## src/rtl/fp_cmp_unit.sv

```systemverilog
`default_nettype none
// ============================================================================
// Module   : fp_cmp_unit
// Purpose  : Pipelined binary32 compare / min-max unit (FEQ, FLT, FLE, FMIN,
//            FMAX) with NV flag. Define FP_CMP_BYPASS_EN to drop the operand
//            stage and get single-cycle latency.
// Revision : 1.0 - initial release
// ============================================================================
module fp_cmp_unit #(
    parameter int          TAG_W     = 5,
    parameter logic [31:0] CANON_NAN = 32'h7FC00000
) (
    input  logic             clk,
    input  logic             rst,
    input  logic             in_valid,
    output logic             in_ready,
    input  logic [2:0]       in_op,
    input  logic [31:0]      in_a,
    input  logic [31:0]      in_b,
    input  logic [TAG_W-1:0] in_tag,
    output logic             out_valid,
    input  logic             out_ready,
    output logic [31:0]      out_result,
    output logic             out_nv,
    output logic [TAG_W-1:0] out_tag
);

    localparam logic [2:0] c_op_feq  = 3'b000;
    localparam logic [2:0] c_op_flt  = 3'b001;
    localparam logic [2:0] c_op_fle  = 3'b010;
    localparam logic [2:0] c_op_fmin = 3'b011;
    localparam logic [2:0] c_op_fmax = 3'b100;
    localparam logic [31:0] c_neg_zero = 32'h80000000;

    logic             r_out_valid;
    logic [31:0]      r_out_result;
    logic             r_out_nv;
    logic [TAG_W-1:0] r_out_tag;

    logic             w_s2_ready;
    logic             w_valid;
    logic [2:0]       w_op;
    logic [31:0]      w_a;
    logic [31:0]      w_b;
    logic [TAG_W-1:0] w_tag;

    assign w_s2_ready = !r_out_valid || out_ready;

`ifdef FP_CMP_BYPASS_EN
    // Operands feed the compute logic straight from the request port.
    assign w_valid  = in_valid;
    assign w_op     = in_op;
    assign w_a      = in_a;
    assign w_b      = in_b;
    assign w_tag    = in_tag;
    assign in_ready = w_s2_ready;
`else
    logic             r_s1_valid;
    logic [2:0]       r_s1_op;
    logic [31:0]      r_s1_a;
    logic [31:0]      r_s1_b;
    logic [TAG_W-1:0] r_s1_tag;

    assign in_ready = !r_s1_valid || w_s2_ready;

    always_ff @(posedge clk) begin
        if (rst) begin
            r_s1_valid <= 1'b0;
            r_s1_op    <= '0;
            r_s1_a     <= '0;
            r_s1_b     <= '0;
            r_s1_tag   <= '0;
        end else if (in_ready) begin
            r_s1_valid <= in_valid;
            if (in_valid) begin
                r_s1_op  <= in_op;
                r_s1_a   <= in_a;
                r_s1_b   <= in_b;
                r_s1_tag <= in_tag;
            end
        end
    end

    assign w_valid = r_s1_valid;
    assign w_op    = r_s1_op;
    assign w_a     = r_s1_a;
    assign w_b     = r_s1_b;
    assign w_tag   = r_s1_tag;
`endif

    logic w_a_nan, w_b_nan, w_a_snan, w_b_snan, w_any_nan, w_any_snan;
    logic w_both_zero, w_sign_diff;
    logic w_mag_lt, w_mag_eq, w_mag_gt;
    logic w_lt, w_eq;

    assign w_a_nan     = (w_a[30:23] == 8'hFF) && (w_a[22:0] != 23'd0);
    assign w_b_nan     = (w_b[30:23] == 8'hFF) && (w_b[22:0] != 23'd0);
    assign w_a_snan    = w_a_nan && !w_a[22];
    assign w_b_snan    = w_b_nan && !w_b[22];
    assign w_any_nan   = w_a_nan || w_b_nan;
    assign w_any_snan  = w_a_snan || w_b_snan;
    assign w_both_zero = (w_a[30:0] == 31'd0) && (w_b[30:0] == 31'd0);
    assign w_sign_diff = w_a[31] ^ w_b[31];

    assign w_mag_lt = w_a[30:0] < w_b[30:0];
    assign w_mag_eq = w_a[30:0] == w_b[30:0];
    assign w_mag_gt = !w_mag_lt && !w_mag_eq;

    // With differing signs the negative operand is the lesser one.
    assign w_lt = !w_both_zero &&
                  (w_sign_diff ? w_a[31] : (w_a[31] ? w_mag_gt : w_mag_lt));
    assign w_eq = w_both_zero || (w_mag_eq && !w_sign_diff);

    logic [31:0] w_result;
    logic        w_nv;

    always_comb begin
        w_result = 32'd0;
        w_nv     = 1'b0;
        case (w_op)
            c_op_feq: begin
                w_result = {31'd0, !w_any_nan && w_eq};
                w_nv     = w_any_snan;
            end
            c_op_flt: begin
                w_result = {31'd0, !w_any_nan && w_lt};
                w_nv     = w_any_nan;
            end
            c_op_fle: begin
                w_result = {31'd0, !w_any_nan && (w_lt || w_eq)};
                w_nv     = w_any_nan;
            end
            c_op_fmin: begin
                w_nv = w_any_snan;
                if (w_a_nan && w_b_nan)            w_result = CANON_NAN;
                else if (w_a_nan)                  w_result = w_b;
                else if (w_b_nan)                  w_result = w_a;
                else if (w_both_zero && w_sign_diff) w_result = c_neg_zero;
                else                               w_result = (w_lt || w_eq) ? w_a : w_b;
            end
            c_op_fmax: begin
                w_nv = w_any_snan;
                if (w_a_nan && w_b_nan)            w_result = CANON_NAN;
                else if (w_a_nan)                  w_result = w_b;
                else if (w_b_nan)                  w_result = w_a;
                else if (w_both_zero && w_sign_diff) w_result = 32'd0;
                else                               w_result = w_lt ? w_b : w_a;
            end
            default: begin
                w_result = 32'd0;
                w_nv     = 1'b0;
            end
        endcase
    end

    always_ff @(posedge clk) begin
        if (rst) begin
            r_out_valid  <= 1'b0;
            r_out_result <= '0;
            r_out_nv     <= 1'b0;
            r_out_tag    <= '0;
        end else if (w_s2_ready) begin
            r_out_valid <= w_valid;
            if (w_valid) begin
                r_out_result <= w_result;
                r_out_nv     <= w_nv;
                r_out_tag    <= w_tag;
            end
        end
    end

    assign out_valid  = r_out_valid;
    assign out_result = r_out_result;
    assign out_nv     = r_out_nv;
    assign out_tag    = r_out_tag;

endmodule
`default_nettype wire

```

## config.mk

```make
export PLATFORM = sky130hd
export DESIGN_NAME = fp_cmp_unit
export DESIGN_NICKNAME = d
export VERILOG_FILES = /design/src/rtl/fp_cmp_unit.sv
export SDC_FILE = /design/constraint.sdc
export NUM_CORES = 1
export LEC_CHECK = 0
export ABC_AREA = 1
export CAP_MARGIN = 10
export CORE_ASPECT_RATIO = 1.4
export CORE_MARGIN = 2
export CORE_UTILIZATION = 40
export CTS_CLUSTER_SIZE = 28
export DETAILED_ROUTE_END_ITERATION = 16
export SYNTH_ARGS = -nofsm -noshare
export SYNTH_HDL_FRONTEND = slang
export SYNTH_SLANG_ARGS = --single-unit
```

## constraint.sdc

```tcl
create_clock -name clk -period 2.65 [get_ports clk]
set_input_delay 0.53 -clock clk [delete_from_list [all_inputs] [get_ports clk]]
set_output_delay 0.53 -clock clk [all_outputs]
set_load 0.05 [all_outputs]
```

## Word level (Yosys, flattened, before mapping)

Cells that the tools add are included.
W data, S select, Z words.

| cells by class | value |
|---|---|
| magnitude comparators | 1 |
| eq/ne operators | 7 |
| muxes and demuxes | 14 |
| bitwise logic cells | 1 |
| reduce and logical (&&, ||, !) cells | 37 |

Operator list:

| cell | number |
|---|---|
| $mux W32 | 10 |
| $pmux W32 S5 | 1 |
| $logic_not A31 Y1 | 2 |
| $reduce_bool A23 Y1 | 2 |
| $eq A31 B31 Y1 | 1 |
| $lt A31 B31 Y1 | 1 |
| $eq A8 B8 Y1 const B | 2 |
| $logic_and A1 B1 Y1 | 13 |
| $logic_not A1 Y1 | 9 |
| $eq A3 B2 Y1 const B | 2 |
| $logic_or A1 B1 Y1 | 6 |
| $reduce_and A2 Y1 | 2 |
| $eq A3 B1 Y1 const B | 1 |
| $eq A3 B3 Y1 const B | 1 |
| $logic_not A3 Y1 | 1 |
| $reduce_or A3 Y1 | 1 |
| $mux W1 | 2 |
| $pmux W1 S2 | 1 |
| $reduce_or A2 Y1 | 1 |
| $xor A1 B1 Y1 | 1 |

| word-level totals | value |
|---|---|
| register bits after elaboration | 112 |
| input port bits | 76 |
| logic and storage cells | 69 |

## Longest topological paths before layout

| depth | value |
|---|---|
| depth in word-level cells | 13 |
| mapped depth | 23 |
| gate-level depth less buffers | 22 |

## Least setup slack after synthesis

OpenSTA, ideal clock, no wires.

| timing path | value |
|---|---|
| path type | flip-flop to flip-flop |
| start | register r_out_valid, in the netlist out_valid |
| end | register r_s1_a[26] |
| arrival | 2.241 ns |
| path slack | 0.339 ns |
| cell stages (with the launch flop) | 7 |
| path buffers | 2 |
| period minus slack after synthesis | 2.311 ns |
| cell sequence | dfxtp_1 > nand3_1 > nand2_1 > clkbuf_1 > clkbuf_1 > o21ai_1 > a21oi_1 |

| between the ends | value |
|---|---|
| word-level cells in the longest chain between the ends | 4 |

Ends and longest elaborated chain:

| element | RTL line | RTL |
|---|---|---|
| from (decl) | 35 | `logic r_out_valid;` |
| from (signal assigned) | 163 | `r_out_valid <= w_valid;` |
| $logic_not A1 Y1 | 47 | `assign w_s2_ready = !r_out_valid \|\| out_ready;` |
| $logic_or A1 B1 Y1 | 47 |  |
| $logic_or A1 B1 Y1 | 64 | `assign in_ready = !r_s1_valid \|\| w_s2_ready;` |
| via in_ready | 16 | `output logic in_ready,` |
| $reduce_and A2 Y1 (no source line) | n/a |  |
| to (signal assigned) | 77 | `r_s1_a <= in_a;` |
| to (decl) | 60 | `logic [31:0] r_s1_a;` |

The timed path passes the listed nets, and every way through them passes these cells.
A chain may end at the register's enable or synchronous reset.

## Worst setup path after layout

| timing path | value |
|---|---|
| start | register r_s1_a[28] |
| end | register r_out_result[5], in the netlist out_result[5] |

| between the ends | value |
|---|---|
| word-level cells in the longest chain between the ends | 13 |
| elaborated cells between the ends (all ways) | 29 |

Ends and longest elaborated chain:

| element | RTL line | RTL |
|---|---|---|
| $lt A31 B31 Y1 or $eq A31 B31 Y1 (tied branches) | 105, 106 |  |
| $logic_not A1 Y1 | 107 | `assign w_mag_gt = !w_mag_lt && !w_mag_eq;` |
| $logic_and A1 B1 Y1 | 107 |  |
| $mux W1 (2 in series) | 111 | `(w_sign_diff ? w_a[31] : (w_a[31] ? w_mag_gt : w_mag_lt));` |
| $logic_and A1 B1 Y1 | 110 | `assign w_lt = !w_both_zero &&` |
| $logic_or A1 B1 Y1 | 139 | `else w_result = (w_lt \|\| w_eq) ? w_a : w_b;` |
| $mux W32 | 139 |  |
| $mux W32 | 138 | `else if (w_both_zero && w_sign_diff) w_result = c_neg_zero;` |
| $mux W32 | 137 | `else if (w_b_nan) w_result = w_a;` |
| $mux W32 | 136 | `else if (w_a_nan) w_result = w_b;` |
| $mux W32 | 135 | `if (w_a_nan && w_b_nan) w_result = CANON_NAN;` |
| $pmux W32 S5 * | 120 | `case (w_op)` |
| to (signal assigned) | 165 | `r_out_result <= w_result;` |
| to (decl) | 36 | `logic [31:0] r_out_result;` |

Mark *: on every way between the ends. The rest lies on a longest branch, timed or not.

==> reports/qor.csv <==
metric;value;unit
initial core utilization;40.7;%
Final Cycle Share;92.4;%
Distinct cells, synth;34;
post-synth top area cell;dfxtp_1;
PwrDens;523;nW/um^2
Synth area leaders;dfxtp_1, nand2_1, a21oi_1;
H-tree levels;3;
DRC viols;0;
syn avg cell area;6.48;sq um
Die Y;161;um
via density per instance;5.26;
Post-DP Area;8610;sq um
Vias;7531;
Primary FF master, synth;dfxtp_1;
Synth Warn #;0;
Synth Net Count;1192;
fin nets;1301;
DRT Pass-1 Iters;5;
first-pass GRT wire length;36.4;mm
Post-Synthesis Cells;1083;
Pwr Total;4.71;mW
worst reg2reg setup slack;0.20;ns
Final min period;2.45;ns
Final setup viols;0;
clk_lat worst skew;0.37;ns
Flop pwr share;39.4;%
setup ws final;0.201;ns
CTS sink count;112;
delay of the slowest cell on the worst path;0.37;ns
FP Rows;57;
Slew Limit Fails;0;
R2R depth;15;
Pint;3.10;mW
Seq/Total Area, Yosys;31.9;%
WHS Endpoint;out_result[30];
Hold Path Depth;2;
DR iter-0 viols;514;
Critical R2R Launch;r_s1_a[28];
Overflow after GRT;0;
crit-path cells;buf_4 > inv_1 > nand4_1 > nor4_2 > nand3_2 > nand2_2 > inv_2 > buf_4 > nand3_1 > nand3_1 > nand2_1 > nand2_1 > nand2_1 > nand2_1 > a21oi_1;
post-layout util;52.2;%
Root Buffer Master;clkbuf_16;
Psw;1.61;mW
Slew HR;63.6;%
fin cells;1432;
status;complete, no violations;
startpoint types;flop;
Hold WC Path Type;reg2reg;
layout cell share with drive strength beyond 1;14.2;%
Max Cap Viol;0;
largest net degree at the start of global routing;49;
CP required;2.95;ns
FMAX;408;MHz
overall routing resource usage;24.4;%
crit end category;flop;
Hold Startpoint;out_result[30];
CTS tree;built;
Clk pwr share;30.6;%
gpl congestion;0.917;
most common cell after layout, fill and taps aside;nand2_1;
switching part of the total;34.2;%
clock transition at the registers of the reported paths;0.08;ns
Worst Skew;0.00915;ns
synthesized flop and latch total;112;
IO Count;116;
Leak;3.95;nW
Port Buf Inserts;115;
worst-margin pin slew;0.545;ns
Post-synth EDFFs;0;
Syn Std Cell Area;7020;sq um
final setup TNS;0;ns
Peak VDD IR;0.000323;V
antenna violations before repair;0;
drt total wl;22.5;mm
Max Fanout on Critical Path;21;
Placement Setup Slack;0.00870;ns
Critical Path AT;2.75;ns
Logic pwr share;30.0;%
Clock Tree Buf Depth;2;
fraction of registers with async set/reset;0;%
highest-delay cell along the critical path;nor4_2;
Layout Cell Area excl Fill;9010;sq um
reg-to-reg endpoint;out_result[5];
Die X;116;um
ant diodes;0;
Fin. Hold Viols;0;
hold_ws;0.465;ns
total CTS buffers;9;
Setup CP Type;reg2reg;
drt wl/cell;15.7;um
synth-to-layout area growth;28.3;%
most frequent CP cell;nand2_1;
filler instances;1783;
Yosys top cell area share;31.9;%
DRT antenna net count;0;
placed cell count;1416;
DIE AREA;18600;sq um
vias in the first global route;7247;
most frequent cells in the layout;nand2_1, a21oi_1, clkdlybuf4s50_1;
post-detail-place hpwl;16.1;mm
CORE AREA;17300;sq um
## worst max path at each step
| stage | cells past startpoint | slack (ns) | to | start |
|---|---|---|---|---|
| finish | 15 | 0.20 | out_result[5] | r_s1_a[28] |
| global route | 21 | -0.01 | out_result[5] | r_s1_b[26] |
| detailed placement | 18 | 0.009 | out_result[5] | r_s1_b[30] |
| floorplan | 6 | 0.34 | r_s1_a[26] | out_valid |
| global placement | 18 | 0.09 | out_result[1] | r_s1_b[30] |
| CTS | 18 | 0.02 | out_result[17] | r_s1_b[30] |
## worst max-delay path, delay by kind of cell (launching register included)
family / cells / cell delay [ns]
AND/OR/NAND/NOR: 10 / 1.34
buffers and inverters: 4 / 0.58
flip-flops: 1 / 0.34
AO/OA/AOI/OAI: 1 / 0.12
## power groups by stage
stage	Combinational, mW	Sequential [mW]	Clock, mW
finish	1.41	1.86	1.44
CTS	1.36	1.85	1.46
global placement	1.33	1.89	0
detailed placement	1.35	1.89	0
global route	1.58	1.87	1.52
floorplan	0.871	1.94	0
## area by class of cell
class	instances	area [sq um]	area share, %
clock buffers	10	239	2.65
inverters	103	387	4.29
flip-flops and latches	112	2250	24.9
repair buffers	169	1650	18.3
well taps	236	295	3.28
multi-input cells	797	4130	45.8
clock inverters	5	63.8	0.708
## cell usage after synthesis, types with 2 or more instances
cell type,number
a31oi_1,2
dfxtp_1,112
inv_2,49
nor2_2,3
nor2_4,2
o21ai_1,10
nor4_1,3
nand3_2,12
nand2_2,5
buf_6,7
clkbuf_1,55
nand4_1,47
nor3_1,7
o211ai_1,2
inv_1,53
o21ai_0,96
ha_1,33
a21oi_1,125
o221ai_1,2
a21oi_2,9
nand3_1,97
buf_2,9
nor2_1,42
nand2_1,291
## routing by layer
layer  vias to the layer above  track usage, %  share of wire, %
met5                         -               0                 0
met4                         0            9.09               2.4
met3                        42            2.79               3.7
met2                       211            44.1                52
met1                      3431            29.2                42
li1                       3847               -                 -
## sequential cells by signal (all words and copies together) (netlist names)
register / cells
out_nv: 1
out_result: 32
out_tag: 5
out_valid: 1
r_s1_a: 32
r_s1_b: 32
r_s1_op: 3
r_s1_tag: 5
r_s1_valid: 1
## cells by family after synthesis
| logic type | synth area share [%] |
|---|---|
| buffers and inverters | 10.2 |
| AOI/OAI and AO/OA | 18.5 |
| adders and majority gates | 5.88 |
| DFF | 31.9 |
| and+or+nand+nor | 33.4 |
## timing repair
action / CTS / global route
hold buffers: 0 / 0
cloned: 0 / 1
setup buffers: 0 / 0
setup endpoints to repair: 1 / 31
gates resized for setup: 1 / 19
pin swaps: 0 / 1
Note: power is estimated with default switching activity, not from simulation.
